===== src/rtl/traffic_ctrl_param_if.sv =====
// Purpose : control/status bundle between the intersection top level and traffic_ctrl_param.
// Latency : wires only; all outputs are registered inside the controller.
// Backpres: none; inputs are sampled every clk, and outputs are always valid.
// Ports   : i_start/i_ped_req/i_flash (to controller); o_car_traffic, o_walker_traffic,
//           o_phase, o_remain, o_ped_pending (from controller).
interface traffic_ctrl_param_if #(
    parameter int TIMER_W = 8
);
    logic               i_start;
    logic               i_ped_req;
    logic               i_flash;
    logic [3:0]         o_car_traffic;
    logic [1:0]         o_walker_traffic;
    logic [3:0]         o_phase;
    logic [TIMER_W-1:0] o_remain;
    logic               o_ped_pending;

    // Top-level side: drives the requests and observes the lamps and status.
    modport master (
        output i_start, i_ped_req, i_flash,
        input  o_car_traffic, o_walker_traffic, o_phase, o_remain, o_ped_pending
    );

    // Controller side.
    modport slave (
        input  i_start, i_ped_req, i_flash,
        output o_car_traffic, o_walker_traffic, o_phase, o_remain, o_ped_pending
    );
endinterface


===== src/rtl/traffic_ctrl_param.sv =====
// Purpose : parametrised intersection controller (car head + pedestrian head), Moore FSM.
// Latency : inputs take effect at the next clk edge; outputs decode registered state only.
// Backpres: none; requests are sampled every cycle, and a ped request is latched until served.
// Ports   : clk, reset_n (async, active-low), bus (slave side of traffic_ctrl_param_if).
module traffic_ctrl_param #(
    parameter int TIMER_W       = 8,
    parameter int T_GREEN       = 20,
    parameter int T_GREEN_MIN   = 8,
    parameter int T_YEL         = 2,
    parameter int T_LEFT        = 10,
    parameter int T_WALK        = 14,
    parameter int T_BLINK       = 6,
    parameter int T_CLEAR       = 14,
    parameter int BLINK_HALF    = 1,
    parameter int FLASH_HALF    = 4,
    parameter bit PED_ON_DEMAND = 1'b0
) (
    input  logic clk,
    input  logic reset_n,
    traffic_ctrl_param_if.slave bus
);
    typedef enum logic [3:0] {
        S_IDLE  = 4'd0,
        S_GREEN = 4'd1,
        S_YEL1  = 4'd2,
        S_LEFT  = 4'd3,
        S_YEL2  = 4'd4,
        S_WALK  = 4'd5,
        S_BLINK = 4'd6,
        S_CLEAR = 4'd7,
        S_FLASH = 4'd8
    } state_t;

    localparam int BW = $clog2(BLINK_HALF + 1);
    localparam int FW = $clog2(FLASH_HALF + 1);

    localparam logic [TIMER_W-1:0] LD_GREEN = TIMER_W'(T_GREEN - 1);
    localparam logic [TIMER_W-1:0] LD_YEL   = TIMER_W'(T_YEL - 1);
    localparam logic [TIMER_W-1:0] LD_LEFT  = TIMER_W'(T_LEFT - 1);
    localparam logic [TIMER_W-1:0] LD_WALK  = TIMER_W'(T_WALK - 1);
    localparam logic [TIMER_W-1:0] LD_BLINK = TIMER_W'(T_BLINK - 1);
    localparam logic [TIMER_W-1:0] LD_CLEAR = TIMER_W'(T_CLEAR - 1);
    // Timer counts down from T_GREEN-1, so timer <= this means at least T_GREEN_MIN green cycles.
    localparam logic [TIMER_W-1:0] EARLY_TH = TIMER_W'(T_GREEN - T_GREEN_MIN);

    state_t             state, state_nxt;
    logic [TIMER_W-1:0] timer, load_val;
    logic               ped_pending;
    logic               blink_bit, flash_bit;
    logic [BW-1:0]      blink_cnt;
    logic [FW-1:0]      flash_cnt;
    logic               t_last;
    logic               entering;

    assign t_last   = (timer == '0);
    assign entering = (state_nxt != state);

    // Next-state: stop beats flash, and flash beats the normal sequence.
    always_comb begin
        state_nxt = state;
        if (!bus.i_start) begin
            state_nxt = S_IDLE;
        end else if (bus.i_flash) begin
            state_nxt = S_FLASH;
        end else begin
            unique case (state)
                S_IDLE:  state_nxt = S_GREEN;
                S_GREEN: if (t_last || (ped_pending && timer <= EARLY_TH)) state_nxt = S_YEL1;
                S_YEL1:  if (t_last) state_nxt = S_LEFT;
                S_LEFT:  if (t_last) state_nxt = S_YEL2;
                S_YEL2:  if (t_last) state_nxt = (PED_ON_DEMAND && !ped_pending) ? S_CLEAR : S_WALK;
                S_WALK:  if (t_last) state_nxt = S_BLINK;
                S_BLINK: if (t_last) state_nxt = S_CLEAR;
                S_CLEAR: if (t_last) state_nxt = S_GREEN;
                S_FLASH: state_nxt = S_CLEAR;  // leaving night mode always clears the box first
                default: state_nxt = S_IDLE;
            endcase
        end
    end

    always_comb begin
        load_val = '0;
        unique case (state_nxt)
            S_GREEN:        load_val = LD_GREEN;
            S_YEL1, S_YEL2: load_val = LD_YEL;
            S_LEFT:         load_val = LD_LEFT;
            S_WALK:         load_val = LD_WALK;
            S_BLINK:        load_val = LD_BLINK;
            S_CLEAR:        load_val = LD_CLEAR;
            default:        load_val = '0;
        endcase
    end

    always_ff @(posedge clk or negedge reset_n) begin
        if (!reset_n) begin
            state       <= S_IDLE;
            timer       <= '0;
            ped_pending <= 1'b0;
            blink_bit   <= 1'b0;
            blink_cnt   <= '0;
            flash_bit   <= 1'b0;
            flash_cnt   <= '0;
        end else begin
            state <= state_nxt;

            if (entering)          timer <= load_val;
            else if (timer != '0)  timer <= timer - TIMER_W'(1);

            // Entering WALK serves the request and wins over a same-cycle press.
            if ((entering && state_nxt == S_WALK) ||
                state_nxt == S_IDLE || state_nxt == S_FLASH ||
                state == S_IDLE || state == S_FLASH)
                ped_pending <= 1'b0;
            else if (bus.i_ped_req && state != S_WALK && state != S_BLINK)
                ped_pending <= 1'b1;

            if (entering && state_nxt == S_BLINK) begin
                blink_bit <= 1'b0;
                blink_cnt <= '0;
            end else if (state == S_BLINK) begin
                if (blink_cnt == BW'(BLINK_HALF - 1)) begin
                    blink_cnt <= '0;
                    blink_bit <= ~blink_bit;
                end else begin
                    blink_cnt <= blink_cnt + BW'(1);
                end
            end

            if (entering && state_nxt == S_FLASH) begin
                flash_bit <= 1'b0;
                flash_cnt <= '0;
            end else if (state == S_FLASH) begin
                if (flash_cnt == FW'(FLASH_HALF - 1)) begin
                    flash_cnt <= '0;
                    flash_bit <= ~flash_bit;
                end else begin
                    flash_cnt <= flash_cnt + FW'(1);
                end
            end
        end
    end

    // Lamp decode: car {red, yellow, left, green}, walker {red, green}.
    always_comb begin
        bus.o_car_traffic    = 4'b0000;
        bus.o_walker_traffic = 2'b00;
        bus.o_remain         = timer;
        unique case (state)
            S_GREEN:        begin bus.o_car_traffic = 4'b0001; bus.o_walker_traffic = 2'b10; end
            S_YEL1, S_YEL2: begin bus.o_car_traffic = 4'b0100; bus.o_walker_traffic = 2'b10; end
            S_LEFT:         begin bus.o_car_traffic = 4'b0010; bus.o_walker_traffic = 2'b10; end
            S_WALK:         begin bus.o_car_traffic = 4'b1000; bus.o_walker_traffic = 2'b01; end
            S_BLINK: begin
                bus.o_car_traffic    = 4'b1000;
                bus.o_walker_traffic = blink_bit ? 2'b00 : 2'b01;
            end
            S_CLEAR:        begin bus.o_car_traffic = 4'b1000; bus.o_walker_traffic = 2'b10; end
            S_FLASH: begin
                bus.o_car_traffic = flash_bit ? 4'b0000 : 4'b0100;
                bus.o_remain      = '0;
            end
            default:        bus.o_remain = '0;
        endcase
    end

    assign bus.o_phase       = state;
    assign bus.o_ped_pending = ped_pending;
endmodule


===== src/flat_wrapper.sv =====
// flat-port wrapper written by rule: the top's interface ports become plain ports
module traffic_ctrl_param_flat 
#(
    parameter int TIMER_W       = 8,
    parameter int T_GREEN       = 20,
    parameter int T_GREEN_MIN   = 8,
    parameter int T_YEL         = 2,
    parameter int T_LEFT        = 10,
    parameter int T_WALK        = 14,
    parameter int T_BLINK       = 6,
    parameter int T_CLEAR       = 14,
    parameter int BLINK_HALF    = 1,
    parameter int FLASH_HALF    = 4,
    parameter bit PED_ON_DEMAND = 1'b0
)
  (clk, reset_n, bus_i_start, bus_i_ped_req, bus_i_flash, bus_o_car_traffic, bus_o_walker_traffic, bus_o_phase, bus_o_remain, bus_o_ped_pending);
  traffic_ctrl_param_if #(.TIMER_W(TIMER_W)) bus_i ();
  input  logic clk;
  input  logic reset_n;
  input wire logic [$bits(bus_i.i_start)-1:0] bus_i_start;
  input wire logic [$bits(bus_i.i_ped_req)-1:0] bus_i_ped_req;
  input wire logic [$bits(bus_i.i_flash)-1:0] bus_i_flash;
  output wire logic [$bits(bus_i.o_car_traffic)-1:0] bus_o_car_traffic;
  output wire logic [$bits(bus_i.o_walker_traffic)-1:0] bus_o_walker_traffic;
  output wire logic [$bits(bus_i.o_phase)-1:0] bus_o_phase;
  output wire logic [$bits(bus_i.o_remain)-1:0] bus_o_remain;
  output wire logic [$bits(bus_i.o_ped_pending)-1:0] bus_o_ped_pending;
  assign bus_i.i_start = bus_i_start;
  assign bus_i.i_ped_req = bus_i_ped_req;
  assign bus_i.i_flash = bus_i_flash;
  assign bus_o_car_traffic = bus_i.o_car_traffic;
  assign bus_o_walker_traffic = bus_i.o_walker_traffic;
  assign bus_o_phase = bus_i.o_phase;
  assign bus_o_remain = bus_i.o_remain;
  assign bus_o_ped_pending = bus_i.o_ped_pending;
  traffic_ctrl_param #(.TIMER_W(TIMER_W), .T_GREEN(T_GREEN), .T_GREEN_MIN(T_GREEN_MIN), .T_YEL(T_YEL), .T_LEFT(T_LEFT), .T_WALK(T_WALK), .T_BLINK(T_BLINK), .T_CLEAR(T_CLEAR), .BLINK_HALF(BLINK_HALF), .FLASH_HALF(FLASH_HALF), .PED_ON_DEMAND(PED_ON_DEMAND)) u_core (.clk(clk), .reset_n(reset_n), .bus(bus_i));
endmodule

===== config.mk =====
export PLATFORM = sky130hd
export DESIGN_NAME = traffic_ctrl_param_flat
export DESIGN_NICKNAME = d
export VERILOG_FILES = /design/src/rtl/traffic_ctrl_param_if.sv /design/src/rtl/traffic_ctrl_param.sv /design/src/flat_wrapper.sv
export SDC_FILE = /design/constraint.sdc
export NUM_CORES = 1
export LEC_CHECK = 0
export CAP_MARGIN = 10
export CORE_MARGIN = 4
export CORE_UTILIZATION = 48
export DETAILED_ROUTE_END_ITERATION = 8
export PLACE_DENSITY_LB_ADDON = 0.2
export SYNTH_ARGS = -nofsm -noshare
export SYNTH_HDL_FRONTEND = slang
export SYNTH_SLANG_ARGS = --single-unit

===== constraint.sdc =====
create_clock -name clk -period 2.4 [get_ports clk]
set_clock_uncertainty 0.05 [all_clocks]
set_input_delay 0.24 -clock clk [delete_from_list [all_inputs] [get_ports clk]]
set_output_delay 0.24 -clock clk [all_outputs]
set_load 0.03 [all_outputs]

==> run summary, run 1 <==
For the pin with the worst max-slew slack, the measured transition is 549 ps. The clock period could shrink to about 2400 ps. The post-synthesis cell type with the largest combined area is dfrtp_1. VDD sags by at most roughly 0.84 mV. The total area inside the core boundary comes to between 2000 and 3000 µm². Yosys printed 0 warnings. The global-route wire length before repair came out at about 6.8 mm. The height of the die is approximately 62 µm.

The synthesized flop and latch total came out at 18. The number of maximum-capacitance violations is 0. The area of the mapped netlist came out at ~1400 µm².

The number of enable flip-flop cells after synthesis came out at 0. The net count of the finished layout came out at 234. The worst path meets setup with 13.4 ps of slack. Setup violations remaining at the end of the flow were counted as 0. The type of element capturing the critical path is a flop. The critical path data arrival time came out at between 2000 and 3000 ps. The number of buffers added to fix hold violations after cts came out at 0. The worst slew margin relative to its limit is approximately 63%. TritonCTS built the clock tree. The area of the multi-input gates is roughly 970 µm². Dividing the detail-routed via count by the number of cells gives around 5.7.

The min-delay analysis places its worst path in the category input port to async pin. The average wire per standard cell came out at around 15 µm. The count of different cell masters after synthesis came out at 50. The post-route met1 wirelength came out at about 1.7 mm. The initialized floorplan defines 19 standard-cell rows. The critical path is of the flop to flop type.

The number of antenna cells inserted came out at 0. The total via count in the routed design is around 1.5k. The total power draw is approximately 2100 µW.

The layout-stage area growth over the synthesis result is 38.8%. The most common library cell in the layout ignoring fill and taps is buf_4. The clock net in this run drives a total of 18 sinks. The number of port buffers is 23. The starting density of the core came out at 50.8%. In the layout the commonest cells are buf_4, nor2_1, nand2_1. The final critical-path share of the clock period is 99.4%. The placed wire-length estimate after detailed placement came out at between 3 and 4 mm. The post-route DRC violation count came out at 0. The leakage power came out at ~0.00096 µW.

Among all flip-flop cells after synthesis, the most frequent one is dfrtp_1. The synthesized net count is ~180. Wire segments on met3 add up to 156 µm in the final route.

The worst register-to-register path begins at u_core.timer[1]$_DFFE_PN0P_. The residual antenna-violating net count after detailed routing came out at 0. The endpoint identified for the worst register-to-register timing path is u_core.timer[4]$_DFFE_PN0P_. By area the synthesized netlist is led by dfrtp_1, nor2_1, nand2_1.

The post-place setup slack is -91.4 ps. The gate count of the mapped netlist is between 150 and 200. The critical path launch point type is a flop.

The tree is rooted in a clkbuf_4. The post-detailed-routing wire length came out at 3.92 mm. The run finished with clean final reports. The average size of a mapped cell came out at just over 8 µm². The number of antenna violations at the first check in global routing came out at 0.

The via count of the first global-routing pass came out at 1507. The routed length on met2 is ~2.0 mm. The placer's final routability congestion estimate came out at approximately 0.9. The number of search-and-repair iterations in the first detailed-routing pass is 4.

From left edge to right edge, the die measures 62.5 µm. The fraction of registers with async set/reset is 100%. The largest fanout of any net on the critical path came out at 6. For this block, the initial DRC count from the detailed router was roughly 120. The area of the die came out at about 3900 µm².

Power spread over the standard cell area amounts to around 1000 nW/µm². Setup repair after global routing could not meet its margin everywhere. The sequential cell area came out at about 450 µm². The buffer depth of the longest clock path is 2. The number of filler instances in the final layout is ~230.

Buffers inserted during clock tree synthesis total 3. The path depth of the worst reg2reg path came out at 10. The worst setup slack for register-to-register paths came out at 10 ps. The synthesized design devotes to its leading area cell type between 30% and 40% of total area.

The leftover overflow at the end of global routing came out at 0. 24 I/O pins were placed. The pin count of the biggest net entering global routing is 19. The final-report max-slew violation count came out at 0. After synthesis, flip-flops and latches occupy about a third of the total area. The highest layer touched by signal routing is met4. The fmax is roughly 420 MHz.

The fraction of final layout cells with drive strength greater than 1 is a little under a third. The H-tree depth is 1. The required arrival time at the worst endpoint is between 2000 and 3000 ps. The number of failing hold endpoints at the final stage came out at 0. The setup TNS after final layout came out at 0 ps. The total global routing track utilization came out at between 20% and 30%. Clock latency on the worst-skew pair, taken at its later pin, is 290 ps. The clock input transition at the sequential cells of the worst setup and hold paths is approximately 100 ps.
==> through the flow <==
| stage | util [%] | hold slack [ps] | area, µm² | cells |
|---|---|---|---|---|
| after floorplan | - | -106 | 1470 | 174 |
| final | 70.5 | 211 | 1980 | 256 |
| after global placement | 67.5 | 435 | 1890 | 250 |
| after CTS | 69.4 | 214 | 1950 | 256 |
| after global routing | 70.5 | 230 | 1980 | 256 |
| after detailed placement | 67.5 | 445 | 1890 | 250 |
==> cell usage after synthesis (2+ instances only) <==
cell,instances
nand3_1,5
nor2_1,25
xnor2_1,4
a211oi_1,2
dfrtp_1,18
and4b_1,2
nor3_1,7
nand2b_1,4
a21oi_1,9
a21o_2,2
and3_1,4
o21ai_0,7
inv_1,9
nor4_1,3
o211ai_1,2
buf_6,4
or3_1,3
a31oi_1,2
ha_1,3
and2_1,2
buf_2,2
xor2_1,3
nor2b_1,5
nand2_1,21
==> flip-flops by register name (all words and copies together), names as in the netlist <==
name	count
u_core.bus.o_phase	4
u_core.flash_cnt	3
u_core.flash_bit	1
u_core.blink_bit	1
u_core.timer	8
u_core.bus.o_ped_pending	1
==> kinds of logic (layout without fill, tap and decap cells) <==
| group | Yosys count | in the layout | share of synthesized area [%] |
|---|---|---|---|
| AO/OA/AOI/OAI | 35 | 35 | 18.3 |
| flip-flops | 18 | 18 | 31.6 |
| buffers and inverters | 16 | 67 | 6.50 |
| adder cells (fa/ha/maj) | 4 | 4 | 3.34 |
| multiplexers | 2 | 2 | 1.49 |
| AND/OR/NAND/NOR | 92 | 92 | 34.4 |
| XOR/XNOR | 7 | 7 | 4.31 |
==> critical path: stages, from the launching register on <==
cell	delay, ps
dfrtp_1	420
inv_2	90
ha_4	140
nor3b_4	240
nand2_2	160
maj3_2	350
a221oi_4	260
a21o_1	250
buf_4	160
a21oi_1	70
a21oi_1	140
==> cell type report <==
cell class	count	share of cell area (%)
multi-input combinational	140	49.1
sequential	18	22.9
timing repair buffer	54	22.5
tap	31	1.96
clock buffer	4	1.84
inverter	9	1.71
==> repair_timing <==
| action | CTS | global route |
|---|---|---|
| resized for setup | 14 | 20 |
| pin swaps | 3 | 8 |
| setup endpoints to repair | 15 | 16 |
| buffers inserted | 2 | 1 |
==> power breakdown <==
group / internal (µW) / switching (µW)
logic: 659 / 704
clock network: 92.5 / 95.4
registers: 395 / 105
total: 1150 / 904
==> worst max-delay path by stage <==
stage / from / endpoint / slack [ps] / depth (start not counted)
2_1_floorplan: u_core.bus.o_phase[0]$_DFF_PN0_ / u_core.timer[0]$_DFFE_PN0P_ / 8 / 9
3_3_place_gp: u_core.timer[0]$_DFFE_PN0P_ / u_core.timer[0]$_DFFE_PN0P_ / 10 / 9
3_5_place_dp: u_core.timer[1]$_DFFE_PN0P_ / u_core.timer[3]$_DFFE_PN0P_ / -90 / 9
4_1_cts: u_core.bus.o_phase[3]$_DFF_PN0_ / bus_o_remain[5] / 1 / 5
5_1_grt: u_core.timer[0]$_DFFE_PN0P_ / u_core.timer[0]$_DFFE_PN0P_ / -120 / 9
6_report: u_core.timer[1]$_DFFE_PN0P_ / u_core.timer[4]$_DFFE_PN0P_ / 10 / 10
==> routing by layer <==
layer | up-vias | global-route usage, %
met5 | - | 0
met4 | 0 | 8.82
met3 | 8 | 2.70
met2 | 39 | 36.2
met1 | 706 | 26.3
li1 | 717 | -
(Power assumes the default switching activity.)
==> run 2: changes to the inputs <==
--- a/config.mk
+++ b/config.mk
@@ -5,10 +5,12 @@
 export SDC_FILE = /design/constraint.sdc
 export NUM_CORES = 1
 export LEC_CHECK = 0
+export ABC_AREA = 0
 export CAP_MARGIN = 10
 export CORE_MARGIN = 4
 export CORE_UTILIZATION = 48
 export DETAILED_ROUTE_END_ITERATION = 8
+export GPL_ROUTABILITY_DRIVEN = 0
 export PLACE_DENSITY_LB_ADDON = 0.2
 export SYNTH_ARGS = -nofsm -noshare
 export SYNTH_HDL_FRONTEND = slang
==> results of run 2 <==
No change in the layout: final DEF, timing and power equal those of run 1.
